===== src/rtl/fifo_stream_reader_pkg.sv =====
// Shared types and defaults for the SynsFIFO read-side stream master.
package fifo_stream_reader_pkg;

    localparam int unsigned DATA_W_DEFAULT = 8;

    typedef enum logic [1:0] {
        StIdle,
        StRun,
        StFlush
    } rd_state_t;

endpackage


===== src/rtl/fifo_stream_reader_if.sv =====
// Downstream valid/ready stream carrying words read out of the FIFO.
interface fifo_stream_reader_if
    import fifo_stream_reader_pkg::*;
#(
    parameter int unsigned DATA_W = DATA_W_DEFAULT
) ();

    logic              m_valid;
    logic [DATA_W-1:0] m_data;
    logic              m_ready;

    modport master (
        output m_valid,
        output m_data,
        input  m_ready
    );

    modport slave (
        input  m_valid,
        input  m_data,
        output m_ready
    );

endinterface


===== src/rtl/fifo_stream_reader_rd_skid.sv =====
// Circular landing buffer that absorbs words returned by the FIFO's 1-cycle read latency.
module fifo_stream_reader_rd_skid
    import fifo_stream_reader_pkg::*;
#(
    parameter int unsigned DATA_W    = DATA_W_DEFAULT,
    parameter int unsigned BUF_DEPTH = 4,
    localparam int unsigned PtrW     = (BUF_DEPTH > 1) ? $clog2(BUF_DEPTH) : 1,
    localparam int unsigned OccW     = $clog2(BUF_DEPTH + 1)
) (
    input  logic              clk_i,
    input  logic              rst_i,
    input  logic              clr_i,
    input  logic              push_i,
    input  logic [DATA_W-1:0] push_data_i,
    input  logic              pop_i,
    output logic [OccW-1:0]   occ_o,
    output logic [DATA_W-1:0] head_o
);

    logic [DATA_W-1:0] mem_q [BUF_DEPTH];
    logic [PtrW-1:0]   wr_ptr_q;
    logic [PtrW-1:0]   rd_ptr_q;
    logic [OccW-1:0]   occ_q;

    // Explicit wrap so non-power-of-two depths stay legal.
    function automatic logic [PtrW-1:0] ptr_inc(input logic [PtrW-1:0] p);
        return (p == PtrW'(BUF_DEPTH - 1)) ? '0 : p + PtrW'(1);
    endfunction

    always_ff @(posedge clk_i) begin
        if (push_i) begin
            mem_q[wr_ptr_q] <= push_data_i;
        end
    end

    always_ff @(posedge clk_i) begin
        if (rst_i || clr_i) begin
            wr_ptr_q <= '0;
            rd_ptr_q <= '0;
            occ_q    <= '0;
        end else begin
            if (push_i) begin
                wr_ptr_q <= ptr_inc(wr_ptr_q);
            end
            if (pop_i) begin
                rd_ptr_q <= ptr_inc(rd_ptr_q);
            end
            case ({push_i, pop_i})
                2'b10:   occ_q <= occ_q + OccW'(1);
                2'b01:   occ_q <= occ_q - OccW'(1);
                default: occ_q <= occ_q;
            endcase
        end
    end

    assign occ_o  = occ_q;
    assign head_o = mem_q[rd_ptr_q];

endmodule


===== src/rtl/fifo_stream_reader.sv =====
// SynsFIFO read-side master: credit-based rd_en, landing buffer, valid/ready output, flush.
// Define FIFO_RD_CNT_EN to add the rd_count delivered-word counter port.
module fifo_stream_reader
    import fifo_stream_reader_pkg::*;
#(
    parameter int unsigned DATA_W    = DATA_W_DEFAULT,
    parameter int unsigned BUF_DEPTH = 4
) (
    input  logic                 clk,
    input  logic                 rst,
    input  logic                 en,
    input  logic                 flush,
    input  logic                 fifo_empty,
    input  logic [DATA_W-1:0]    fifo_dout,
    output logic                 fifo_rd_en,
    fifo_stream_reader_if.master m_if,
    output logic                 flush_done
`ifdef FIFO_RD_CNT_EN
    ,
    output logic [31:0]          rd_count
`endif
);

    localparam int unsigned OccW = $clog2(BUF_DEPTH + 1);

    rd_state_t         state_q;
    logic              inflight_q;
    logic              flush_done_q;
    logic              credit;
    logic              clr;
    logic              push;
    logic              pop;
    logic [OccW-1:0]   occ;
    logic [DATA_W-1:0] head;

    // Words already requested count against buffer space so a landing word always fits.
    assign credit = (32'(occ) + 32'(inflight_q)) < BUF_DEPTH;

    always_comb begin
        fifo_rd_en = 1'b0;
        if (!rst) begin
            case (state_q)
                StRun:   fifo_rd_en = !fifo_empty && credit;
                StFlush: fifo_rd_en = !fifo_empty;
                default: fifo_rd_en = 1'b0;
            endcase
        end
    end

    assign clr  = flush && (state_q != StFlush);
    assign push = inflight_q && (state_q != StFlush) && !clr;
    assign pop  = m_if.m_valid && m_if.m_ready;

    assign m_if.m_valid = (occ != '0);
    assign m_if.m_data  = m_if.m_valid ? head : '0;
    assign flush_done   = flush_done_q;

    always_ff @(posedge clk) begin
        if (rst) begin
            state_q      <= StIdle;
            inflight_q   <= 1'b0;
            flush_done_q <= 1'b0;
        end else begin
            inflight_q   <= fifo_rd_en;
            flush_done_q <= 1'b0;
            case (state_q)
                StIdle: begin
                    if (flush) begin
                        state_q <= StFlush;
                    end else if (en) begin
                        state_q <= StRun;
                    end
                end
                StRun: begin
                    if (flush) begin
                        state_q <= StFlush;
                    end else if (!en) begin
                        state_q <= StIdle;
                    end
                end
                StFlush: begin
                    if (fifo_empty && !inflight_q && !fifo_rd_en) begin
                        state_q      <= StIdle;
                        flush_done_q <= 1'b1;
                    end
                end
                default: state_q <= StIdle;
            endcase
        end
    end

    fifo_stream_reader_rd_skid #(
        .DATA_W    (DATA_W),
        .BUF_DEPTH (BUF_DEPTH)
    ) u_skid (
        .clk_i       (clk),
        .rst_i       (rst),
        .clr_i       (clr),
        .push_i      (push),
        .push_data_i (fifo_dout),
        .pop_i       (pop),
        .occ_o       (occ),
        .head_o      (head)
    );

`ifdef FIFO_RD_CNT_EN
    logic [31:0] rd_count_q;

    always_ff @(posedge clk) begin
        if (rst) begin
            rd_count_q <= '0;
        end else if (pop) begin
            rd_count_q <= rd_count_q + 32'd1;
        end
    end

    assign rd_count = rd_count_q;
`endif

endmodule


===== src/flat_wrapper.sv =====
// flat-port wrapper written by rule: the top's interface ports become plain ports
module fifo_stream_reader_flat import fifo_stream_reader_pkg::*;
#(
    parameter int unsigned DATA_W    = DATA_W_DEFAULT,
    parameter int unsigned BUF_DEPTH = 4
)
  (clk, rst, en, flush, fifo_empty, fifo_dout, fifo_rd_en, flush_done, m_if_m_valid, m_if_m_data, m_if_m_ready);
  fifo_stream_reader_if #(.DATA_W(DATA_W)) m_if_i ();
  input  logic clk;
  input  logic rst;
  input  logic en;
  input  logic flush;
  input  logic fifo_empty;
  input  logic [DATA_W-1:0] fifo_dout;
  output logic fifo_rd_en;
  output logic flush_done;
  output wire logic [$bits(m_if_i.m_valid)-1:0] m_if_m_valid;
  output wire logic [$bits(m_if_i.m_data)-1:0] m_if_m_data;
  input wire logic [$bits(m_if_i.m_ready)-1:0] m_if_m_ready;
  assign m_if_m_valid = m_if_i.m_valid;
  assign m_if_m_data = m_if_i.m_data;
  assign m_if_i.m_ready = m_if_m_ready;
  fifo_stream_reader #(.DATA_W(DATA_W), .BUF_DEPTH(BUF_DEPTH)) u_core (.clk(clk), .rst(rst), .en(en), .flush(flush), .fifo_empty(fifo_empty), .fifo_dout(fifo_dout), .fifo_rd_en(fifo_rd_en), .m_if(m_if_i), .flush_done(flush_done));
endmodule

===== config.mk =====
export PLATFORM = sky130hd
export DESIGN_NAME = fifo_stream_reader_flat
export DESIGN_NICKNAME = d
export VERILOG_FILES = /design/src/rtl/fifo_stream_reader_pkg.sv /design/src/rtl/fifo_stream_reader_if.sv /design/src/rtl/fifo_stream_reader_rd_skid.sv /design/src/rtl/fifo_stream_reader.sv /design/src/flat_wrapper.sv
export SDC_FILE = /design/constraint.sdc
export NUM_CORES = 1
export LEC_CHECK = 0
export CORE_UTILIZATION = 55
export CTS_CLUSTER_DIAMETER = 120
export CTS_CLUSTER_SIZE = 14
export DETAILED_ROUTE_END_ITERATION = 8
export GPL_TIMING_DRIVEN = 0
export HOLD_SLACK_MARGIN = 0.08
export PLACE_DENSITY = 0.88
export SLEW_MARGIN = 10
export SYNTH_ARGS = -nofsm -noshare
export SYNTH_HDL_FRONTEND = slang
export SYNTH_SLANG_ARGS = --single-unit

===== constraint.sdc =====
create_clock -name clk -period 6.15 [get_ports clk]
set_input_delay 1.23 -clock clk [delete_from_list [all_inputs] [get_ports clk]]
set_output_delay 1.23 -clock clk [all_outputs]
set_load 0.01 [all_outputs]

==> results_dict.tcl <==
set metrics [dict create \
    mostFrequentLayoutCells "32 x edfxtp_1, 24 x clkdlybuf4s50_1, 14 x inv_1" \
    numCtsBuffers 5 \
    r2r_slack_ps 3830 \
    io_pins 25 \
    diodes 0 \
    hpwl_um 2310 \
    core-area_um2 3390 \
    initial_core_util 0.584 \
    ant_nets 0 \
    max_freq_mhz 253 \
    finalPower_uw 540 \
    syn_avg_cell_area_um2 15.2 \
    clkTransAtPathRegs_ps 130 \
    nNetsFinal 185 \
    track_usage 0.196 \
    report.final.hold_viol_count 0 \
    syn-num-nets 154 \
    syn-cell-area_um2 1980 \
    cpPeakStageDelay_ps 600 \
    viasPerCell 5.29 \
    grt_pass1_vias 1135 \
    start_kind "input port" \
    crit_type "in -> out" \
    crit_fanout 6 \
    die-area_um2 3840 \
    clock-sinks 45 \
    async_flop_share 0 \
    post-cts-setup-buffers 0 \
    h-tree-depth 2 \
    drv_slew 0 \
    yosysWarnings 0 \
    place.gp.congestion 0.734 \
    use_met3 0.0476 \
    ir_drop_mv 0.176 \
    power_density_nw_per_um2 229 \
    cts_resized 0 \
    synthFlopType "edfxtp_1" \
    grt_first_pass_wirelength_um 5150 \
    clock_path_buffers 2 \
    rows 21 \
    die_y_um 62.0 \
    synth_seq_area_share 0.617 \
    hp-class "reg -> reg" \
    drc 0 \
    cp_common_cell "clkdlybuf4s50_1" \
    cp.required_ps 4920 \
    holdPathStages 2 \
    crit_path_end_kind "primary output" \
    critPathArrivalTime_ps 2720 \
    cts_tree "yes" \
    clock-skew-final_ps 5.42 \
    dr.pass1.iters 4 \
    grt_overflow_total 0 \
    final_area_um2 2360 \
    fin_crit_sh 0.643 \
    cp_cell_sequence "clkdlybuf4s50_1 > nor4b_1 > clkdlybuf4s50_1" \
    reg2reg_depth 10 \
    hold_buffers 0 \
    use_met2 0.336 \
    drv_cap 0 \
    final_common_cell "edfxtp_1" \
    setup_viol 0 \
    cts_root_buffer "clkbuf_4" \
    ys_types 31 \
    fin_setup_tns_ps 0 \
    wl_per_cell_um 15.5 \
    min_period_ps 3950 \
    crit_slowest_cell "clkdlybuf4s50_1" \
    synth-edff-count 32 \
    synthCells 130 \
    port_buffers 24 \
    worstMarginPinSlew_ps 1100 \
    ys_seq_elements 45 \
    vias 1100 \
    max_slew_margin 0.261 \
    dr.first_iter.drc_count 30 \
    area_growth_pct 19.1 \
    grt_busiest_layer "met2" \
    leakage_uw 0.000829 \
    multi_input_area_um2 691 \
    die_w_um 62.0 \
    layout-drive-gt1-share 0.123 \
    grt_max_degree 15 \
    status "completed" \
    drt_wl_total_um 3220 \
    seq_area_um2 1220 \
    rsz0062_at_grt "no" \
    antenna_found_initial 0 \
    use_met1 0.230 \
    fillers 220 \
    insertion_delay_ps 350 \
    dpl_cell_area_um2 2280 \
]
-- flip-flops by register name, summed over array words and instances, names as in the netlist, named ones only --
name and flops:
u_core.flush_done 1, u_core.inflight_q 1, u_core.state_q 2, u_core.u_skid.mem_q 32, u_core.u_skid.occ_o 3, u_core.u_skid.rd_ptr_q 2, u_core.u_skid.wr_ptr_q 2
-- where the power goes --
group	internal (uW)	leakage (uW)	switching (uW)
Clock	86.6	0.0000424	91.5
Sequential	326	0.000393	1.81
Combinational	17.6	0.000394	16.3
-- cells in the mapped netlist, drive strengths merged, types with 2 or more instances --
cell type,instances,area share
nor2b,2,0.0063
nor3,2,0.0051
a21oi,3,0.0076
nor2,7,0.013
and2b,8,0.030
xor2,2,0.0089
nor4b,2,0.0089
inv,14,0.027
and2,4,0.013
mux4,8,0.091
edfxtp,32,0.49
mux2i,3,0.015
dfxtp,13,0.13
a31oi,2,0.0063
or3,2,0.0063
ha,9,0.057
nand3,3,0.0076
-- cell families after synthesis --
family,count (synthesis),synth area share
AND/OR/NAND/NOR,33,0.105
AO/OA/AOI/OAI,12,0.0544
XOR/XNOR,2,0.00885
buffers and inverters,16,0.0341
adder cells (fa/ha/maj),10,0.0670
flip-flops,45,0.617
multiplexers,12,0.114
-- cell type report --
cell class              instances  area share
plain buffers                   2     0.00637
flip-flops and latches         45       0.518
inverters                      14      0.0223
repair buffers                 24       0.102
well taps                      46      0.0244
multi-input cells              69       0.293
clock inverters                 2      0.0165
clock buffers                   6      0.0175
-- worst max-delay path: cells and delay by family --
| family | cells | cell delay (ps) |
|---|---|---|
| and+or+nand+nor | 1 | 370 |
| buffers and inverters | 2 | 1120 |
-- per-stage QoR --
step	cells	hold slack [ps]	utilization	worst slack [ps]
floorplan	130	463	-	3210
global placement	200	479	0.672	2300
detailed placement	200	498	0.672	2180
CTS	208	521	0.695	2170
global route	208	554	0.695	2090
finish	208	514	0.695	2200
-- path summary, 6_finish.rpt --
path | startpoint | end
hold reg to reg | u_core.u_skid.rd_ptr_q[0] | u_core.u_skid.rd_ptr_q[0]
hold / removal | u_core.u_skid.rd_ptr_q[0] | u_core.u_skid.rd_ptr_q[0]
setup / recovery | rst | fifo_rd_en
setup reg to reg | u_core.state_q[0] | u_core.u_skid.occ_o[2]
-- metal layers --
| metal | part of all wire | vias to the layer above |
|---|---|---|
| met5 | 0 | - |
| met4 | 0.0081 | 0 |
| met3 | 0.023 | 4 |
| met2 | 0.55 | 18 |
| met1 | 0.42 | 543 |
| li1 | - | 535 |
Power figures use the tool's default switching activity.
